==> src/rtl/cpu_pkg.sv <==
// Shared types and defaults for the instruction prefetch path.
//   instr_t    : one instruction word
//   iaddr_t    : one instruction word address
//   pf_state_e : prefetch unit run state
//   *_DEF      : default widths and reset fetch address
package cpu_pkg;

    localparam int ADDR_W_DEF = 11;
    localparam int DATA_W_DEF = 32;
    localparam logic [ADDR_W_DEF-1:0] RESET_PC_DEF = '0;

    typedef logic [DATA_W_DEF-1:0] instr_t;
    typedef logic [ADDR_W_DEF-1:0] iaddr_t;

    typedef enum logic {
        IDLE = 1'b0,
        RUN  = 1'b1
    } pf_state_e;

endpackage

==> src/rtl/instr_prefetch_unit_sync_fifo.sv <==
// sync_fifo: single-clock FIFO with registered occupancy flags.
// Ports:
//   i_clk, i_resetn      clock, async active-low reset
//   i_push, i_data       write one entry (ignored when full)
//   i_pop                drop the head entry (ignored when empty)
//   i_flush              discard all entries; wins over push and pop
//   o_data               head entry
//   o_count              occupancy
//   o_full, o_empty      occupancy flags
module sync_fifo #(
    parameter int WIDTH = 8,
    parameter int DEPTH = 8
) (
    input  logic                       i_clk,
    input  logic                       i_resetn,
    input  logic                       i_push,
    input  logic                       i_pop,
    input  logic                       i_flush,
    input  logic [WIDTH-1:0]           i_data,
    output logic [WIDTH-1:0]           o_data,
    output logic [$clog2(DEPTH+1)-1:0] o_count,
    output logic                       o_full,
    output logic                       o_empty
);
    import cpu_pkg::*;

    localparam int PW = $clog2(DEPTH);
    localparam int CW = $clog2(DEPTH+1);

    logic [WIDTH-1:0] r_mem [DEPTH];
    logic [PW-1:0]    r_rd_ptr;
    logic [PW-1:0]    r_wr_ptr;
    logic [CW-1:0]    r_count;
    logic             r_full;
    logic             r_empty;
    logic             w_push;
    logic             w_pop;
    logic [CW-1:0]    w_count_nxt;

    assign w_push = i_push && !r_full;
    assign w_pop  = i_pop && !r_empty;

    always_comb begin
        w_count_nxt = r_count;
        if (w_push && !w_pop) begin
            w_count_nxt = r_count + CW'(1);
        end else if (w_pop && !w_push) begin
            w_count_nxt = r_count - CW'(1);
        end
    end

    always_ff @(posedge i_clk or negedge i_resetn) begin
        if (!i_resetn) begin
            for (int i = 0; i < DEPTH; i++) begin
                r_mem[i] <= '0;
            end
            r_rd_ptr <= '0;
            r_wr_ptr <= '0;
            r_count  <= '0;
            r_full   <= 1'b0;
            r_empty  <= 1'b1;
        end else if (i_flush) begin
            r_rd_ptr <= '0;
            r_wr_ptr <= '0;
            r_count  <= '0;
            r_full   <= 1'b0;
            r_empty  <= 1'b1;
        end else begin
            if (w_push) begin
                r_mem[r_wr_ptr] <= i_data;
                r_wr_ptr        <= r_wr_ptr + PW'(1);
            end
            if (w_pop) begin
                r_rd_ptr <= r_rd_ptr + PW'(1);
            end
            r_count <= w_count_nxt;
            r_full  <= (w_count_nxt == CW'(DEPTH));
            r_empty <= (w_count_nxt == '0);
        end
    end

    assign o_data  = r_mem[r_rd_ptr];
    assign o_count = r_count;
    assign o_full  = r_full;
    assign o_empty = r_empty;

endmodule

==> src/rtl/instr_prefetch_unit.sv <==
// instr_prefetch_unit: PC generation, credit-based instruction read issue,
// in-order response queue and branch-redirect flush.
// Ports:
//   i_clk, i_resetn             clock, async active-low reset
//   i_fetch_en                  leave IDLE and start fetching
//   i_halt                      suppress new issues
//   i_redirect, i_redirect_pc   taken branch and its target
//   o_mem_ren, o_mem_radrs      instruction read request
//   i_mem_rvalid, i_mem_rdata   in-order read responses
//   o_out_valid, i_out_ready    head handshake to the fetch stage
//   o_out_instr, o_out_pc       head instruction and its PC
//   o_full, o_empty, o_count    queue occupancy
//
// state | meaning
// IDLE  | no issue; a redirect only loads the PCs
// RUN   | issuing and accepting responses until reset
module instr_prefetch_unit
    import cpu_pkg::*;
#(
    parameter int                ADDR_W   = ADDR_W_DEF,
    parameter int                DATA_W   = DATA_W_DEF,
    parameter int                DEPTH    = 8,
    parameter int                MAX_OUT  = 4,
    parameter logic [ADDR_W-1:0] RESET_PC = ADDR_W'(RESET_PC_DEF)
) (
    input  logic                       i_clk,
    input  logic                       i_resetn,
    input  logic                       i_fetch_en,
    input  logic                       i_halt,
    input  logic                       i_redirect,
    input  logic [ADDR_W-1:0]          i_redirect_pc,
    output logic                       o_mem_ren,
    output logic [ADDR_W-1:0]          o_mem_radrs,
    input  logic                       i_mem_rvalid,
    input  logic [DATA_W-1:0]          i_mem_rdata,
    output logic                       o_out_valid,
    input  logic                       i_out_ready,
    output logic [DATA_W-1:0]          o_out_instr,
    output logic [ADDR_W-1:0]          o_out_pc,
    output logic                       o_full,
    output logic                       o_empty,
    output logic [$clog2(DEPTH+1)-1:0] o_count
);

    localparam int CNT_W = $clog2(DEPTH+1);
    localparam int OUT_W = $clog2(MAX_OUT+1);
    localparam int CR_W  = $clog2(DEPTH+MAX_OUT+1) + 1;

    pf_state_e          r_state;
    logic [ADDR_W-1:0]  r_fetch_pc;
    logic [ADDR_W-1:0]  r_resp_pc;
    logic [OUT_W-1:0]   r_outstanding;
    logic [OUT_W-1:0]   r_drop_cnt;

    logic                     w_run;
    logic                     w_issue;
    logic                     w_accept;
    logic                     w_pop;
    logic                     w_flush;
    logic                     w_credit_ok;
    logic [CR_W-1:0]          w_pending;
    logic [CNT_W-1:0]         w_count;
    logic                     w_full;
    logic                     w_empty;
    logic [DATA_W+ADDR_W-1:0] w_fifo_out;

    assign w_run = (r_state == RUN);

    // Slots already promised: queued entries plus reads that will be kept.
    // Reads marked for dropping never land in the queue, so they hold no slot.
    assign w_pending   = CR_W'(w_count) + CR_W'(r_outstanding) - CR_W'(r_drop_cnt);
    assign w_credit_ok = (r_outstanding < OUT_W'(MAX_OUT)) && (w_pending < CR_W'(DEPTH));

    assign w_issue  = w_run && !i_halt && !i_redirect && w_credit_ok;
    assign w_accept = w_run && i_mem_rvalid && !i_redirect && (r_drop_cnt == '0);
    assign w_flush  = w_run && i_redirect;
    assign w_pop    = !w_empty && i_out_ready;

    assign o_mem_ren   = w_issue;
    assign o_mem_radrs = w_issue ? r_fetch_pc : '0;

    always_ff @(posedge i_clk or negedge i_resetn) begin
        if (!i_resetn) begin
            r_state       <= IDLE;
            r_fetch_pc    <= RESET_PC;
            r_resp_pc     <= RESET_PC;
            r_outstanding <= '0;
            r_drop_cnt    <= '0;
        end else begin
            case (r_state)
                IDLE: begin
                    if (i_fetch_en) begin
                        r_state <= RUN;
                    end
                    if (i_redirect) begin
                        r_fetch_pc <= i_redirect_pc;
                        r_resp_pc  <= i_redirect_pc;
                    end
                end
                RUN: begin
                    r_outstanding <= r_outstanding + OUT_W'(w_issue) - OUT_W'(i_mem_rvalid);
                    if (i_redirect) begin
                        r_fetch_pc <= i_redirect_pc;
                        r_resp_pc  <= i_redirect_pc;
                        // A response landing this cycle is already thrown away.
                        r_drop_cnt <= r_outstanding - OUT_W'(i_mem_rvalid);
                    end else begin
                        if (w_issue) begin
                            r_fetch_pc <= r_fetch_pc + ADDR_W'(1);
                        end
                        if (w_accept) begin
                            r_resp_pc <= r_resp_pc + ADDR_W'(1);
                        end
                        if (i_mem_rvalid && (r_drop_cnt != '0)) begin
                            r_drop_cnt <= r_drop_cnt - OUT_W'(1);
                        end
                    end
                end
                default: r_state <= IDLE;
            endcase
        end
    end

    sync_fifo #(
        .WIDTH (DATA_W + ADDR_W),
        .DEPTH (DEPTH)
    ) u_queue (
        .i_clk    (i_clk),
        .i_resetn (i_resetn),
        .i_push   (w_accept),
        .i_pop    (w_pop),
        .i_flush  (w_flush),
        .i_data   ({i_mem_rdata, r_resp_pc}),
        .o_data   (w_fifo_out),
        .o_count  (w_count),
        .o_full   (w_full),
        .o_empty  (w_empty)
    );

    assign o_out_valid = !w_empty;
    assign o_out_instr = w_fifo_out[ADDR_W +: DATA_W];
    assign o_out_pc    = w_fifo_out[ADDR_W-1:0];
    assign o_full      = w_full;
    assign o_empty     = w_empty;
    assign o_count     = w_count;

endmodule

==> config.mk <==
export PLATFORM = sky130hd
export DESIGN_NAME = instr_prefetch_unit
export DESIGN_NICKNAME = d
export VERILOG_FILES = /design/src/rtl/cpu_pkg.sv /design/src/rtl/instr_prefetch_unit_sync_fifo.sv /design/src/rtl/instr_prefetch_unit.sv
export SDC_FILE = /design/constraint.sdc
export NUM_CORES = 1
export LEC_CHECK = 0
export CAP_MARGIN = 20
export CORE_ASPECT_RATIO = 1.4
export CORE_MARGIN = 5
export CORE_UTILIZATION = 35
export DETAILED_ROUTE_END_ITERATION = 12
export GPL_ROUTABILITY_DRIVEN = 0
export MAX_ROUTING_LAYER = met4
export PLACE_DENSITY = 0.64
export SLEW_MARGIN = 20
export SYNTH_ARGS = -nofsm -noshare
export SYNTH_HDL_FRONTEND = slang
export SYNTH_HIERARCHICAL = 1
export SYNTH_SLANG_ARGS = --single-unit
==> constraint.sdc <==
create_clock -name i_clk -period 3.12 [get_ports i_clk]
set_input_delay 0.312 -clock i_clk [delete_from_list [all_inputs] [get_ports i_clk]]
set_output_delay 0.312 -clock i_clk [all_outputs]
set_load 0.005 [all_outputs]
== After elaboration in Yosys (flattened, before gate mapping) ==
Cells that the tools add are included.

* Bitwise operators: 4
* Reduce and logical (&&, ||, !) cells: 31
* Multiplexer cells: 27
* Equality and inequality tests: 4
* Order comparisons: 5
* Add/subtract/negate cells: 12

{| class="wikitable"
|+ Operators with widths
! operator !! count
|-
| bitwise mux 344 bit || 1
|-
| binary-select mux 43 bit (select 3 bit) || 1
|-
| demux 43 bit (select 3 bit) || 1
|-
| 2-to-1 mux 43 bit || 3
|-
| 2-to-1 mux 11 bit || 6
|-
| case mux 11 bit (2 select lines) || 2
|-
| adder 11 x 1 -> 11 bit (second input constant) || 2
|-
| 2-to-1 mux 3 bit || 6
|-
| logical AND 1 bit || 15
|-
| 2-to-1 mux 4 bit || 3
|-
| >= comparator 4 bit (second input constant) || 2
|-
| inverter 3 -> 4 bit || 2
|-
| AND reduction 2 bit || 4
|-
| adder 3 x 1 -> 3 bit (second input constant) || 2
|-
| zero test 1 bit || 6
|-
| inequality test 3 x 2 -> 1 bit (second input constant) || 2
|-
| nonzero test 2 bit || 3
|-
| subtractor 3 x 1 -> 3 bit || 2
|-
| adder 4 x 3 -> 5 bit || 1
|-
| less-than comparator 5 x 4 -> 1 bit (second input constant) || 1
|-
| subtractor 5 x 3 -> 5 bit || 1
|-
| adder 4 x 1 -> 4 bit (second input constant) || 1
|-
| equality test 4 bit (second input constant) || 1
|-
| zero test 4 bit || 1
|-
| 10 further kinds || 14
|}

* Word-level logic and storage cells: 101
* Output and inout bits: 62
* Bits of input ports: 50
* Register bits after elaboration: 385

== Logic depth before layout (Yosys ltp) ==
* Word-level depth: 10
* Gate-level depth with buffers: 14
* Depth with buffers taken out: 13

== Modules after synthesis ==
Netlist, hierarchy kept.

{| class="wikitable"
|+ By module, submodules not included
! module !! instances !! area an instance (um2) !! cells an instance !! seq. area each (um2)
|-
| sync_fifo || 1 || 16,181.8 || 959 || 8,909.8
|-
| instr_prefetch_unit || 1 || 2,060.7 || 237 || 725.7
|}

== Least setup slack after synthesis ==
OpenSTA, ideal clock, no wires.

* Path kind: reg2reg
* Start point: reg u_queue.r_count[2], in the netlist u_queue/o_count[2]
* End point: reg r_outstanding[2]
* Period minus slack after synthesis: 3.173 ns
* Arrival time: 3.049 ns
* Data required time: 2.996 ns
* Setup time: 0.124 ns
* Cell stages (with the launch flop): 15
* Path buffers: 1
* Setup slack: -0.053 ns
* Cell sequence: dfrtp_1 > inv_1 > fa_1 > inv_1 > ha_1 > a21oi_1 > a211o_1 > a31o_4 > clkinv_2 > buf_2 > ha_1 > fa_1 > xnor2_1 > nand2_1 > xnor2_1

* Word-level cells in the longest chain between the ends: 7

{| class="wikitable"
|+ Ends and longest elaborated chain
! element !! line !! RTL
|-
| from (decl) || instr_prefetch_unit_sync_fifo.sv:33 || <nowiki>logic [CW-1:0] r_count;</nowiki>
|-
| from (signal assigned) || instr_prefetch_unit_sync_fifo.sv:76 || <nowiki>r_count <= w_count_nxt;</nowiki>
|-
| adder 4 x 3 -> 5 bit || instr_prefetch_unit.sv:71 || <nowiki>assign w_pending = CR_W'(w_count) + CR_W'(r_outstanding) - CR_W'(r_drop_cnt);</nowiki>
|-
| subtractor 5 x 3 -> 5 bit || instr_prefetch_unit.sv:71 ||
|-
| less-than comparator 5 x 4 -> 1 bit || instr_prefetch_unit.sv:72 || <nowiki>assign w_credit_ok = (r_outstanding < OUT_W'(MAX_OUT)) && (w_pending < CR_W'(DEPTH));</nowiki>
|-
| logical AND 1 bit || instr_prefetch_unit.sv:72 ||
|-
| logical AND 1 bit || instr_prefetch_unit.sv:74 || <nowiki>assign w_issue = w_run && !i_halt && !i_redirect && w_credit_ok;</nowiki>
|-
| net o_mem_ren || instr_prefetch_unit.sv:32 || <nowiki>output logic o_mem_ren,</nowiki>
|-
| adder 3 x 1 -> 3 bit || instr_prefetch_unit.sv:101 || <nowiki>r_outstanding <= r_outstanding + OUT_W'(w_issue) - OUT_W'(i_mem_rvalid);</nowiki>
|-
| subtractor 3 x 1 -> 3 bit || instr_prefetch_unit.sv:101 ||
|-
| to (signal assigned) || instr_prefetch_unit.sv:101 ||
|-
| to (decl) || instr_prefetch_unit.sv:52 || <nowiki>logic [OUT_W-1:0] r_outstanding;</nowiki>
|}

The timed path passes the listed nets, and every way through them passes these cells.
A chain may end at the register's enable or synchronous reset.

== Worst setup path in the final report ==
* Start point: reg u_queue.r_count[2], in the netlist u_queue/o_count[2]
* End point: out o_mem_radrs[0]

* Word-level cells in the longest chain between the ends: 6

{| class="wikitable"
|+ Ends and longest elaborated chain
! element !! line !! RTL
|-
| adder 4 x 3 -> 5 bit || instr_prefetch_unit.sv:71 ||
|-
| subtractor 5 x 3 -> 5 bit || instr_prefetch_unit.sv:71 ||
|-
| less-than comparator 5 x 4 -> 1 bit || instr_prefetch_unit.sv:72 ||
|-
| logical AND 1 bit || instr_prefetch_unit.sv:72 ||
|-
| logical AND 1 bit || instr_prefetch_unit.sv:74 ||
|-
| 2-to-1 mux 11 bit || instr_prefetch_unit.sv:80 || <nowiki>assign o_mem_radrs = w_issue ? r_fetch_pc : '0;</nowiki>
|-
| to (decl) || instr_prefetch_unit.sv:33 || <nowiki>output logic [ADDR_W-1:0] o_mem_radrs,</nowiki>
|}

No other way between the ends.

==> metrics.sh <==
RUN_STATUS='finished, violations left'
VIOLATIONS='negative setup slack'
GRT_PASS1_WL_UM=68100
ROUTED_WIRE_LENGTH_PER_INSTANCE_UM=20.8
CLKLATENCYLATEPIN_PS=540
WHS_ENDPOINT='r_state'
GRT_ANTENNA_BEFORE_REPAIR=1
DIE_X_UM=203
TIMING.HOLD.WORST_PATH_DEPTH=2
CLK_TRANSITION_REPORTED_PATHS_PS=60
CELL_INTERNAL_PWR_mW=10.0
CRIT-REG2REG-CAPTURE='r_outstanding[1]'
SYN_INST=1196
HP-START='i_fetch_en'
CAP_VIOL_MAX_COUNT=0
FINAL.SETUP.WORST_SLACK_PS=-111
TRACK_USAGE_PCT=15.5
HTREE_LEVELS=2
CLOCK_POWER_SHARE_PCT=37.0
GRT_START_MAX_NET_PINS=103
POST_SYNTH_MAIN_AREA_CONTRIBUTORS='dfrtp_1, mux2_2, mux4_2'
AREA_DELTA_SYNTH_FINAL_PCT=19.2
DETAIL_ROUTE.WIRELENGTH_UM=42100
POST-ROUTE-DRC-COUNT=0
NUM_ROWS=99
ASYNC_FLOP_SHARE_PCT=100
SEQ_POWER_SHARE_PCT=42.4
GR-TOTAL-OVERFLOW=0
RSZ_0062_RAISED_AFTER_GLOBAL_ROUTING='true'
NETLIST_AREA_UM2=18200
PWR_DENSITY_nW_PER_UM2=621
IO_PINS=112
MIN_PERIOD_OVER_PERIOD_PCT=104
FILLER_CELL_COUNT=4706
LAYOUT.AREA.SEQ_UM2=9640
POST-PLACE-WS_PS=-9.38
ANT_NETS=0
DETAILEDPLACEMENTHPWL_UM=25900
CPPEAKSTAGEDELAY_PS=550
CRITPATHREQUIREDTIME_PS=2810
SYN-NUM-NETS=1265
NNETSFINAL=1403
MAX_SLEW_MARGIN_PCT=40.5
STARTING_DRC_COUNT_IN_DETAILED_ROUTING=441
MAXIMUM_FREQUENCY_FROM_STATIC_TIMING_ANALYSIS_MHz=309
CRIT-REG2REG-LAUNCH='u_queue/o_count[2]'
COMBINATIONAL_CELL_FRACTION_OF_TOTAL_POWER_PCT=20.6
VIAS_PER_CELL=5.20
WORST_CLOCK_SKEW_PS=14.4
CTS_TREE='yes'
CORE_AREA_UM2=51900
DIE_AREA_UM2=56900
MAX-VDD-IR-DROP_V=0.000344
PORT_BUFFERS=111
POST_SYNTH.CELL_AREA_AVG_UM2=15.3
CTS_BUFFERS=40
FRACTION_OF_POWER_SPENT_SWITCHING_NETS_PCT=25.6
HOLD_VIOL=0
SETUP-VIOLATIONS-FINAL=11
CRIT_SLOWEST_CELL='fa_1'
SYNTH.YOSYS.WARNINGS=6
CLOCK_SINKS=385
CLOCKBUFFERDEPTH=3
LAYOUT-DRIVE-GT1-SHARE_PCT=47.0
POWER.NET_SWITCHING_mW=3.45
REG2REG_DEPTH=13
DETAILROUTE.VIA_COUNT=10500
PATH_MAX_FANOUT=7
FIRST_GLOBAL_VIAS=11900
FINALCRITICALPERIOD_PS=3230
REGTOREGSETUPSLACK_PS=80
CRIT_CHAIN='inv_2, fa_1, inv_2, ha_4, nand4b_1, a211o_1, a31o_4, clkinv_4, buf_6, and2_4, buf_6'
START_KIND='register'
P_LEAK_nW=10.2
SYNTHFLOPTYPE='dfrtp_1'
SYNTH_LARGEST_AREA_CELL='dfrtp_1'
LAYOUT.CELLS.MOST_COMMON='dfrtp_1'
WORST_PIN_SLEW_PS=893
SYNTH_SEQUENTIAL_AREA_RATIO_PCT=52.8
YOSYS.CELL_TYPES.COUNT=66
MOSTFREQUENTLAYOUTCELLS='dfrtp_1, mux2_2, clkdlybuf4s50_1'
HOLD_PATH.CLASS='in2reg'
FINAL_MAX_SLEW_VIOL_COUNT=0
POWER_mW=13.5
DETAIL_ROUTE.FIRST_PASS.ITERATIONS=4
START_UTIL_PCT=35.1
END_KIND='output port'
WORST-SETUP-PATH-TYPE='reg2out'
YOSYS.AREA.TOP_TYPE_SHARE_PCT=52.7
COUNT_OF_FLIP_FLOPS_WITH_A_BUILT_IN_ENABLE_AFTER_SYNTHESIS=0
MULTI_INPUT_COMB_AREA_UM2=8100
WORST_EP_ARRIVAL_TIME_PS=2920
POSTSYNTHREGISTERBITS=385
CLOCKROOTBUFFER='clkbuf_16'
FINAL.SETUP.TNS_PS=-643
CHIPHEIGHT_UM=280
STARTPOINT='u_queue/o_count[2]'
-- critical path, delay by kind of cell, from the launching register on --
kind	cells	cell delay, ps
AND/OR/NAND/NOR	2	260
buffers and inverters	5	360
AO/OA/AOI/OAI	2	600
flip-flops	1	360
adder cells (fa/ha/maj)	2	810
-- cells in the mapped netlist (3+ instances only) --
cell,count
nor2b_1,8
buf_2,37
nand2_1,35
mux2_2,345
mux2_1,17
a21oi_1,16
nand4_1,3
buf_8,6
inv_1,26
xnor2_1,10
nand2_2,3
mux2_4,30
buf_6,3
nor2_1,25
mux4_2,86
dfrtp_1,384
a211oi_1,6
nand3_1,12
clkbuf_1,16
nor3_1,10
buf_1,3
fa_1,3
and3_1,5
and2_1,11
a22oi_1,3
and4_1,4
buf_4,6
ha_1,16
xor2_1,5
o21ai_0,14
o22ai_1,3
-- logic make-up (layout without fill, tap and decap cells) --
| family | Yosys count | in the layout | synth area share (%) |
|---|---|---|---|
| multiplexers | 479 | 479 | 35.5 |
| flip-flops | 385 | 385 | 52.8 |
| AND/OR/NAND/NOR | 133 | 133 | 3.92 |
| buffers and inverters | 100 | 269 | 3.11 |
| AO/OA/AOI/OAI | 65 | 65 | 2.52 |
| adder cells (fa/ha/maj) | 19 | 19 | 1.43 |
| XOR/XNOR | 15 | 15 | 0.720 |
| other | 0 | 1 | 0 |
-- power by group through the flow --
stage	Sequential [mW]	Combinational [mW]	Clock, mW
after floorplan	5.69	1.54	0
final	5.73	2.78	5.00
after CTS	5.73	2.82	5.18
after global routing	5.78	3.07	5.36
after detailed placement	5.82	2.73	0
after global placement	5.79	2.69	0
-- repair_timing --
| item | 4_1_cts | 5_1_grt |
|---|---|---|
| hold buffers | 1 | 0 |
| setup endpoints to repair | 12 | 14 |
| pin swaps | 5 | 3 |
| setup buffers | 6 | 2 |
| gates resized for setup | 65 | 6 |
| hold endpoints to repair | 93 | 0 |
-- worst max-delay path by stage --
stage,to,cells past startpoint
finish,o_mem_radrs[0],11
global route,o_mem_radrs[1],11
CTS,o_mem_radrs[0],11
detailed placement,o_mem_radrs[0],10
global placement,o_mem_radrs[10],10
floorplan,r_outstanding[2],14
-- state kept, by name, summed over array words and instances (netlist names), 3 cells and up --
register	count
r_outstanding	3
u_queue/r_rd_ptr	3
u_queue/r_wr_ptr	3
r_resp_pc	11
u_queue/o_count	4
u_queue/r_mem	344
r_fetch_pc	11
r_drop_cnt	3
-- per-stage QoR --
step	hold slack (ps)	utilization, %	area, um2	instances
6_report	343	41.9	21800	2022
2_1_floorplan	16.4	-	18200	1196
3_5_place_dp	419	39.0	20300	1939
4_1_cts	323	41.8	21700	2019
3_3_place_gp	390	39.0	20300	1939
5_1_grt	326	41.9	21800	2022
-- per-layer routing --
metal	track usage (%)	vias up	wire length (um)
met1	19.6	5565	18200
li1	-	4693	-
met3	2.01	64	1440
met4	3.71	0	869
met2	26.7	196	21600
met5	-	-	0
-- cell type report --
class	count	share of cell area [%]
Sequential cell	385	44.3
Multi-Input combinational cell	711	37.2
Timing Repair Buffer	169	7.74
Clock buffer	55	5.46
Tap cell	656	3.77
Clock inverter	18	0.966
Inverter	27	0.489
Antenna cell	1	0.0115
Power figures use the tool's default switching activity.
